`src/rtl/mmaps_digitizer_pkg.sv`:
```
// Shared definitions for the PMT digitizer readout path: buffer geometry defaults,
// readout FSM states, header tag and ring buffer read latency.
package mmaps_digitizer_pkg;

  localparam int unsigned RB_SIZE_DEFAULT  = 12;
  localparam int unsigned RB_WIDTH_DEFAULT = 14;
  localparam int unsigned RB_RD_LAT        = 2;

  localparam logic [1:0] HDR_TAG = 2'b10;

  typedef enum logic [1:0] {
    StIdle  = 2'd0,
    StHdr   = 2'd1,
    StRead  = 2'd2,
    StDrain = 2'd3
  } readout_state_e;

endpackage

```
`src/rtl/readout_skid_fifo.sv`:
```
// Small register-based FIFO holding readout words plus their last flag; exposes its
// occupancy so the caller can budget reads against free space.
module readout_skid_fifo #(
  parameter int unsigned Width = 15,
  parameter int unsigned Depth = 4,
  parameter int unsigned PtrW  = $clog2(Depth),
  parameter int unsigned CntW  = $clog2(Depth + 1)
) (
  input  logic             clk_i,
  input  logic             rst_ni,
  input  logic             push_i,
  input  logic [Width-1:0] data_i,
  input  logic             pop_i,
  output logic [Width-1:0] data_o,
  output logic             valid_o,
  output logic [CntW-1:0]  count_o
);

  logic [Width-1:0] mem_q [Depth];
  logic [Width-1:0] mem_d [Depth];
  logic [PtrW-1:0]  wr_ptr_q, wr_ptr_d;
  logic [PtrW-1:0]  rd_ptr_q, rd_ptr_d;
  logic [CntW-1:0]  count_q, count_d;
  logic             pop_eff;

  function automatic logic [PtrW-1:0] ptr_inc(input logic [PtrW-1:0] p);
    return (p == PtrW'(Depth - 1)) ? '0 : p + 1'b1;
  endfunction

  // The caller never pushes into a full FIFO; credits guarantee space.
  always_comb begin
    mem_d    = mem_q;
    wr_ptr_d = wr_ptr_q;
    rd_ptr_d = rd_ptr_q;
    pop_eff  = pop_i && (count_q != '0);
    if (push_i) begin
      mem_d[wr_ptr_q] = data_i;
      wr_ptr_d        = ptr_inc(wr_ptr_q);
    end
    if (pop_eff) begin
      rd_ptr_d = ptr_inc(rd_ptr_q);
    end
    count_d = count_q + CntW'(push_i) - CntW'(pop_eff);
  end

  always_ff @(posedge clk_i or negedge rst_ni) begin
    if (!rst_ni) begin
      for (int i = 0; i < int'(Depth); i++) begin
        mem_q[i] <= '0;
      end
      wr_ptr_q <= '0;
      rd_ptr_q <= '0;
      count_q  <= '0;
    end else begin
      mem_q    <= mem_d;
      wr_ptr_q <= wr_ptr_d;
      rd_ptr_q <= rd_ptr_d;
      count_q  <= count_d;
    end
  end

  assign data_o  = mem_q[rd_ptr_q];
  assign valid_o = (count_q != '0);
  assign count_o = count_q;

endmodule

```
`src/rtl/ringbuffer_readout.sv`:
```
// Trigger-driven window readout of the PMT sample ring buffer onto a valid/ready stream.
// Define RINGBUFFER_READOUT_HEADER_EN to prefix each window with a trigger-address header.
module ringbuffer_readout
  import mmaps_digitizer_pkg::*;
#(
  parameter int unsigned SIZE     = RB_SIZE_DEFAULT,
  parameter int unsigned WIDTH    = RB_WIDTH_DEFAULT,
  parameter int unsigned PRETRIG  = 64,
  parameter int unsigned POSTTRIG = 192
) (
  input  logic             clk,
  input  logic             rst_n,
  input  logic             trigger,
  input  logic [SIZE-1:0]  wr_addr,
  output logic [SIZE-1:0]  ain,
  output logic             rd_en,
  input  logic [WIDTH-1:0] dout,
  output logic [WIDTH-1:0] out_data,
  output logic             out_valid,
  input  logic             out_ready,
  output logic             out_last,
  output logic             busy,
  output logic [15:0]      trig_lost
);

  localparam int unsigned Total     = PRETRIG + POSTTRIG;
  localparam int unsigned Lat       = RB_RD_LAT;
  localparam int unsigned KW        = SIZE + 1;
  localparam int unsigned FifoDepth = 4;

  readout_state_e   state_q, state_d;
  logic [SIZE-1:0]  trig_addr_q, trig_addr_d;
  logic [KW-1:0]    k_q, k_d;
  logic [SIZE-1:0]  ain_q, ain_d;
  logic [15:0]      trig_lost_q, trig_lost_d;
  // Stage 0: address presented, stage 1: rd_en, stage Lat: dout valid.
  logic [Lat:0]     pv_q, pv_d;
  logic [Lat:0]     pl_q, pl_d;

  logic [SIZE-1:0]  eff_trig;
  logic [SIZE-1:0]  written;
  logic [KW-1:0]    k_cur;
  logic [SIZE+1:0]  limit;
  logic             gate_ok;
  logic [3:0]       inflight;
  logic             credit_ok;
  logic             issue_window;
  logic             issue;
  logic             last_issue;
  logic             pop;
  logic             fifo_push;
  logic [WIDTH:0]   fifo_wdata;
  logic [WIDTH:0]   fifo_rdata;
  logic [2:0]       fifo_count;

`ifdef RINGBUFFER_READOUT_HEADER_EN
  localparam bit HeaderEn = 1'b1;
  logic [SIZE+1:0]  hdr_full;
  logic             hdr_push;
`else
  localparam bit HeaderEn = 1'b0;
`endif

  assign pop = out_valid && out_ready;

  always_comb begin
    eff_trig = (state_q == StIdle) ? wr_addr : trig_addr_q;
    written  = wr_addr - eff_trig;
    k_cur    = (state_q == StIdle) ? '0 : k_q;
    // Never read an address the writer has not reached yet.
    limit    = (SIZE + 2)'(PRETRIG) + (SIZE + 2)'(written);
    gate_ok  = ((SIZE + 2)'(k_cur) < limit);
    inflight = '0;
    for (int i = 0; i <= int'(Lat); i++) begin
      inflight = inflight + {3'b000, pv_q[i]};
    end
    // A word leaving this cycle frees its slot for a read issued now.
    credit_ok    = ((4'(fifo_count) + inflight) < (4'(FifoDepth) + 4'(pop)));
    issue_window = (state_q == StRead) || ((state_q == StIdle) && trigger && !HeaderEn);
    issue        = issue_window && (k_cur < KW'(Total)) && gate_ok && credit_ok;
    last_issue   = (k_cur == KW'(Total - 1));
  end

  always_comb begin
    state_d     = state_q;
    trig_addr_d = trig_addr_q;
    k_d         = k_q;
    ain_d       = ain_q;
    trig_lost_d = trig_lost_q;
    pv_d        = {pv_q[Lat-1:0], issue};
    pl_d        = {pl_q[Lat-1:0], issue && last_issue};
`ifdef RINGBUFFER_READOUT_HEADER_EN
    hdr_push    = 1'b0;
`endif

    if (issue) begin
      ain_d = eff_trig - SIZE'(PRETRIG) + k_cur[SIZE-1:0];
      k_d   = k_cur + 1'b1;
    end

    unique case (state_q)
      StIdle: begin
        if (trigger) begin
          trig_addr_d = wr_addr;
          if (!issue) begin
            k_d = '0;
          end
          state_d = HeaderEn ? StHdr : StRead;
        end
      end
`ifdef RINGBUFFER_READOUT_HEADER_EN
      StHdr: begin
        if (credit_ok) begin
          hdr_push = 1'b1;
          state_d  = StRead;
        end
      end
`endif
      StRead: begin
        state_d = StRead;
      end
      StDrain: begin
        if (pop && out_last) begin
          state_d = StIdle;
        end
      end
      default: begin
        state_d = StIdle;
      end
    endcase

    if (issue && last_issue) begin
      state_d = StDrain;
    end

    if (trigger && (state_q != StIdle) && (trig_lost_q != 16'hFFFF)) begin
      trig_lost_d = trig_lost_q + 16'd1;
    end
  end

`ifdef RINGBUFFER_READOUT_HEADER_EN
  assign hdr_full   = {HDR_TAG, trig_addr_q};
  assign fifo_push  = pv_q[Lat] || hdr_push;
  assign fifo_wdata = hdr_push ? {1'b0, WIDTH'(hdr_full)} : {pl_q[Lat], dout};
`else
  assign fifo_push  = pv_q[Lat];
  assign fifo_wdata = {pl_q[Lat], dout};
`endif

  always_ff @(posedge clk or negedge rst_n) begin
    if (!rst_n) begin
      state_q     <= StIdle;
      trig_addr_q <= '0;
      k_q         <= '0;
      ain_q       <= '0;
      trig_lost_q <= '0;
      pv_q        <= '0;
      pl_q        <= '0;
    end else begin
      state_q     <= state_d;
      trig_addr_q <= trig_addr_d;
      k_q         <= k_d;
      ain_q       <= ain_d;
      trig_lost_q <= trig_lost_d;
      pv_q        <= pv_d;
      pl_q        <= pl_d;
    end
  end

  readout_skid_fifo #(
    .Width (WIDTH + 1),
    .Depth (FifoDepth)
  ) u_skid_fifo (
    .clk_i   (clk),
    .rst_ni  (rst_n),
    .push_i  (fifo_push),
    .data_i  (fifo_wdata),
    .pop_i   (pop),
    .data_o  (fifo_rdata),
    .valid_o (out_valid),
    .count_o (fifo_count)
  );

  assign ain       = ain_q;
  assign rd_en     = pv_q[1];
  assign out_data  = fifo_rdata[WIDTH-1:0];
  assign out_last  = fifo_rdata[WIDTH];
  assign busy      = (state_q != StIdle);
  assign trig_lost = trig_lost_q;

endmodule

```
`config.mk`:
```
export PLATFORM = sky130hd
export DESIGN_NAME = ringbuffer_readout
export DESIGN_NICKNAME = d
export VERILOG_FILES = /design/src/rtl/mmaps_digitizer_pkg.sv /design/src/rtl/readout_skid_fifo.sv /design/src/rtl/ringbuffer_readout.sv
export SDC_FILE = /design/constraint.sdc
export NUM_CORES = 1
export LEC_CHECK = 0
export BUFFER_PORTS_ARGS = -buffer_cell sky130_fd_sc_hd__buf_2
export CORE_AREA = 2 2 122 124
export CTS_CLUSTER_SIZE = 10
export DETAILED_ROUTE_END_ITERATION = 8
export DIE_AREA = 0 0 124 126
export PLACE_DENSITY_LB_ADDON = 0.2
export SYNTH_ARGS = -nofsm -noshare
export SYNTH_HDL_FRONTEND = slang
export SYNTH_SLANG_ARGS = --single-unit
```
`constraint.sdc`:
```
create_clock -name clk -period 5.75 [get_ports clk]
set_input_delay 0.2875 -clock clk [delete_from_list [all_inputs] [get_ports clk]]
set_output_delay 0.2875 -clock clk [all_outputs]
set_load 0.01 [all_outputs]
```
# After elaboration in Yosys (flattened, before gate mapping)
# Cells that the tools add are included.
# word_totals
output_inout_bits	46
word_cells	79
register_bits	128
# classes
muxes	18
bitwise_logic	2
n_eq_ne	8
add_sub_neg	14
reduce_logical	17
n_lt_le_gt_ge	6
# ops
cell	n
$mux 13	5
$bwmux 60	1
$mux 15	3
$bmux 15 s2	1
$demux 15 s2	1
$add 16x1->16 const B	1
$ne 16x16->1 const B	1
$add 13x1->13 const B	1
$add 7x12->13 const A	1
$eq 13x8->1 const B	1
$lt 13x13->1	1
$lt 13x9->1 const B	1
$add 12x12->12	1
$mux 12	1
$sub 12x12->12	1
$sub 12x7->12 const B	1
$logic_and 1x1->1	11
$mux 2	5
$eq 2x2->1 const B	4
$ge 3x3->1 const B	2
$ne 3x3->1 const B	2
$not 2->3	2
$pmux 2 s3	1
$add 2x1->2 const B	2
13 further kinds	14

# Depth between registers and ports, before layout
# depth
word_depth	11
depth_mapped	26

# Cells and area by module
# From an unflattened synthesis, not the netlist that was laid out.
# unflattened
hier_cells	647
area_unflattened_um2	7586.0
# by_module_without_submodules
module	cells_per_inst	n_inst	area_per_inst_um2
ringbuffer_readout	466	1	4366.7
readout_skid_fifo	181	1	3219.3

# Least setup slack after synthesis
# OpenSTA, ideal clock, no wires.
# synth_path
path_type	register to register
from	reg state_q[1]
to	reg ain_q[0] (netlist: ain[0])
path_buffers	4
path_stages_with_launch	24
setup_slack_ns	0.772
t_arrival_ns	4.851
setup_ns	0.127
cell_sequence	dfrtp_1 buf_2 nor2_4 inv_2 buf_2 clkbuf_1 nand2_1 o21ai_0 ha_1 fa_1 nor2b_1 o31a_1 o21ai_0 a21oi_1 or2_2 ha_1 o311ai_0 or3_1 ha_1 a222oi_1 nand3_1 a211oi_4 buf_6 mux2_1
# synth_via
elab_chain_cells	7
elab_cells_between_ends	15
classes_between	add/sub (4); order compare (2); eq/ne (1); mux (2); reduce/logical (6)
# synth_rtl
item	line_no	rtl
start: declaration	ringbuffer_readout.sv:31	readout_state_e state_q, state_d;
start signal: assignment	ringbuffer_readout.sv:152	state_q <= StIdle;
start signal: assignment	ringbuffer_readout.sv:160	state_q <= state_d;
$logic_not 2->1	ringbuffer_readout.sv:67, ringbuffer_readout.sv:69, ringbuffer_readout.sv:79	
$mux 12	ringbuffer_readout.sv:67	eff_trig = (state_q == StIdle) ? wr_addr : trig_addr_q;
$sub 12x12->12	ringbuffer_readout.sv:68	written = wr_addr - eff_trig;
$add 7x12->13	ringbuffer_readout.sv:71	limit = (SIZE + 2)'(PRETRIG) + (SIZE + 2)'(written);
$lt 13x13->1	ringbuffer_readout.sv:72	gate_ok = ((SIZE + 2)'(k_cur) < limit);
$logic_and 1x1->1 (2 in a row)	ringbuffer_readout.sv:80	issue = issue_window && (k_cur < KW'(Total)) && gate_ok && credit_ok;
end signal: assignment	ringbuffer_readout.sv:163	ain_q <= ain_d;
end: declaration	ringbuffer_readout.sv:34	logic [SIZE-1:0] ain_q, ain_d;
# Several ways; a longest one is shown, not always the timed one.
# A chain may end at the register's enable or synchronous reset.

# Final worst setup path
# layout_path
from	reg state_q[1]
to	reg k_q[6]
# layout_via
elab_chain_cells	11
elab_cells_between_ends	18
classes_between	add/sub (3); order compare (2); eq/ne (1); mux (6); reduce/logical (6)
# layout_rtl
item	line_no	rtl
$logic_not 2->1	-	
$mux 12	ringbuffer_readout.sv:67	
$sub 12x12->12	ringbuffer_readout.sv:68	
$add 7x12->13	ringbuffer_readout.sv:71	
$lt 13x13->1	ringbuffer_readout.sv:72	
$logic_and 1x1->1 (2 in a row)	ringbuffer_readout.sv:80	
$mux 13	ringbuffer_readout.sv:96	if (issue) begin
$mux 13	ringbuffer_readout.sv:105	if (!issue) begin
$mux 13	ringbuffer_readout.sv:103	if (trigger) begin
$mux 13 (*)	ringbuffer_readout.sv:101	unique case (state_q)
named net k_d[6]	ringbuffer_readout.sv:33	logic [KW-1:0] k_q, k_d;
end signal: assignment	ringbuffer_readout.sv:162	k_q <= k_d;
end: declaration	ringbuffer_readout.sv:33	
# The timed path passes the listed nets; every way through them passes the cells marked *.

==> parameters.txt <==
Parameter                              Value

Status
  Result of the run    finished with violations
  Violations in the final reports    negative hold slack

Power and ir drop
  Switching power    1.653 mW
  Cell-internal power    2.882 mW
  IR Drop Worst-Case VDD    0.3160 mV
  Part of the power in combinational logic    44.3%
  Power per Cell Area    542.8 mW/mm²
  Proportion of power drawn by the clock network    21.7%
  Sequential group share of total power    33.9%
  Switching share of total power    36.46%
  Leakage power total    3.974 nW
  Power after layout    4.535 mW

STA
  Worst slew margin relative to its limit    28.88%
  Number of pins exceeding their max-slew limit in the final report    0
  Final hold violations    2
  Post-Route Hold Slack    -0.003911 ns
  RSZ-0062 raised after global routing    no
  Final setup skew    0.008682 ns
  Final Cycle Share    88.17%
  Max Clock Freq    197.2 MHz
  Setup-failing EPs final    0
  Transition time at the pin with the least slew margin    1.067 ns
  Setup_tns    0 ns
  Shortest period the worst path allows    5.070 ns

CTS
  Clk Latency, worst-skew pair    0.42 ns
  Clock tree from TritonCTS    done
  Sink Count    128
  Clock-pin slew of the registers on the worst-case setup and hold paths    0.06 ns
  Clk buf depth    2
  Number of hold-repair buffers added at the cts stage    0
  Clock root cell    clkbuf_16
  H-tree depth    4
  Post-CTS Repair Setup Buffers    0
  Cts repair resizes    0
  TritonCTS buffer count    17

Global routing
  Largest net degree at the start of global routing    76
  Tot GR Track Use    20.89%
  Via count of the first global-routing pass    5236
  Global route total overflow    0
  Wire length of the first global-routing pass    25.28 mm
  Initial antenna violation count    0

Worst setup path
  Worst setup SP type    register
  Kind of cell with the highest combined delay on the critical path    compound AO/OA/AOI/OAI gates
  Delay contributed by the slowest stage of the critical path    0.46 ns
  CP dominant cell by count    ha_1
  Critical path capture point type    register
  Cell chain of the critical path    nor2_4, inv_2, o21ai_0, ha_1, fa_1, nor2b_1, o31a_1, o21ai_0, and3_1, or2_2, ha_1, o311ai_0, or3_1, ha_1, a222oi_1, nand3_1, a211oi_4, buf_4, a31oi_1, o31a_1
  Worst reg-to-reg setup slack    0.68 ns
  Critical path buffers and inverters    2
  Cell depth of the worst flop-to-flop path    20
  Setup Crit Path Kind    register to register
  Cell with the biggest individual delay on the critical path    dfrtp_1
  Data required time at the worst endpoint    6.05 ns
  Arr. time, crit path    5.37 ns
  CP max FO    35
  Destination of the worst register-to-register timing path    k_q[6]
  Worst reg2reg startpoint    state_q[1]

Floorplanning
  Core area    0.01431 mm²
  Die Y-Extent    126 µm
  Starting density of the core    50.96%
  Overall die area    0.01562 mm²
  Chip Width    124 µm
  Std-Cell Rows    44
  Number of ports placed on the die boundary    76

Placement
  Buffers on Ports    75
  Dpl hpwl    10.81 mm
  Final GP Congestion    0.9034

Detailed routing
  Total iterations of the first detailed-routing run    5
  Count of vias placed by the detailed router    5047
  Total length of routed wires    15.07 mm
  DRC errors left    0
  Drt first-iter violations    273
  Via-per-instance ratio    5.546
  Average wire per cell in the routed design    16.56 µm
  Final ANT Viol Nets    0

Yosys
  Post-synthesis average cell area    11.42 µm²
  Synthesized net count    728
  Synth Register Bits    128
  Number of enable flip-flop cells after synthesis    0
  Synth warn    0
  Syn Inst Count    639
  Flip-flop cell with the highest count after synthesis    dfrtp_1
  Fraction of the yosys area taken by sequential cells    43.91%
  Async set-or-reset flop fraction in the synthesized netlist    100.0%
  Summed instance area of the synthesized netlist    0.007294 mm²
  Unique masters post-synth    57

Finish
  Number of antenna cells inserted    0
  Layout cells sized above 1    27.82%
  Filler Cell Count    1207
  Final net count    803
  Layout Area Growth over Synthesis    14.53%

Min path
  Hold Path Class    input port to async pin

Flow run
  Max-cap violations    0
-- flip-flops by register name (all words and copies together) (netlist names) --
name,cells
u_skid_fifo.rd_ptr_q,2
state_q,2
u_skid_fifo.wr_ptr_q,2
trig_addr_q,12
pv_q,3
trig_lost,16
u_skid_fifo.count_o,3
pl_q,3
u_skid_fifo.mem_q,60
ain,12
k_q,13
-- cells in the mapped netlist (5+ instances only) --
master      n  share of area, %
dfrtp_1   128                44
mux2_2     72                11
ha_1       54               9.3
nand2_1    53               2.7
inv_1      41               2.1
xnor2_1    29               3.5
nor2_1     25               1.3
a21oi_1    17               1.2
and2_1     16               1.4
o21ai_0    16               1.1
mux4_2     15               4.6
nand3_1    15               1.0
clkbuf_1   14              0.72
a31oi_1    11              0.94
xor2_1     10               1.2
a21o_1      9              0.93
and3_1      8              0.69
mux2_1      8               1.2
mux2i_1     7              0.96
nor3_1      7              0.48
o21a_1      7              0.72
fa_1        5               1.4
-- metrics by stage --
| step | util, % | setup WS, ns | cell area, µm² | cells |
|---|---|---|---|---|
| 2_1_floorplan | - | 0.7716 | 7295 | 639 |
| 3_3_place_gp | 54.66 | 0.7910 | 7824 | 879 |
| 3_5_place_dp | 54.66 | 0.6555 | 7824 | 879 |
| 4_1_cts | 58.37 | 0.6466 | 8354 | 910 |
| 5_1_grt | 58.37 | 0.2301 | 8354 | 910 |
| 6_report | 58.37 | 0.6801 | 8354 | 910 |
-- layer usage --
| layer | routed length, µm | vias to the layer above | global-route usage (%) |
|---|---|---|---|
| met4 | 159 | 0 | 7.336 |
| li1 | - | 2431 | - |
| met3 | 653 | 14 | 4.438 |
| met2 | 7430 | 103 | 34.78 |
| met1 | 6824 | 2499 | 26.91 |
| met5 | 0 | - | 0 |
-- power by group through the flow --
stage	Combinational (mW)	Sequential [mW]	Clock, mW
2_1_floorplan	1.62	1.46	0
3_3_place_gp	1.97	1.53	0
3_5_place_dp	2.04	1.56	0
4_1_cts	2.05	1.55	1.00
5_1_grt	2.26	1.60	1.05
6_report	2.01	1.54	0.986
-- worst max path at each step --
stage	end	slack [ns]	cells after the start	from
global placement	k_q[6]	0.79	21	state_q[1]
floorplan	ain[0]	0.77	23	state_q[1]
detailed placement	k_q[6]	0.66	21	state_q[1]
CTS	k_q[6]	0.65	21	state_q[1]
global route	k_q[3]	0.23	20	state_q[0]
finish	k_q[6]	0.68	20	state_q[1]
-- layout make-up --
type                       instances  area, µm²  share of cell area [%]
multi-input combinational        445       3817                   45.69
sequential                       128       3203                   38.34
clock buffer                      21      440.4                   5.272
timing repair buffer              80      415.4                   4.972
tap                              184      230.2                   2.756
inverter                          42      157.7                   1.887
clock inverter                    10      90.09                   1.078
-- placed cells by master (no fill, tap or decap), types with 4 or more instances in the layout --
master,netlist,routed
nor3_1,7,7
mux2_2,72,72
a31oi_1,11,11
dfrtp_1,128,128
fa_1,5,5
o21a_1,7,7
mux4_2,15,15
inv_1,41,41
nand3_1,15,15
mux2_1,8,8
mux2i_1,7,7
clkbuf_16,0,17
xnor2_1,29,29
a21oi_1,17,17
and3_1,8,8
o2111ai_1,4,4
buf_2,3,74
ha_1,54,54
nor2_1,25,25
o21ai_0,16,16
nor2b_1,4,4
and2_1,16,16
xor2_1,10,10
nand2_1,53,53
clkbuf_1,14,4
buf_4,0,6
clkinv_2,0,4
a21o_1,9,9
-- kinds of logic (layout without fill, tap and decap cells) --
| kind of cell | after synthesis | after routing | share of synthesized area [%] |
|---|---|---|---|
| mux | 102 | 102 | 17.94 |
| buf+inv | 66 | 153 | 3.756 |
| simple gates | 149 | 149 | 9.914 |
| xor+xnor | 39 | 39 | 4.683 |
| flops | 128 | 128 | 43.91 |
| fa+ha+maj | 59 | 59 | 10.63 |
| compound gates | 96 | 96 | 9.160 |
(Power assumes the default switching activity.)
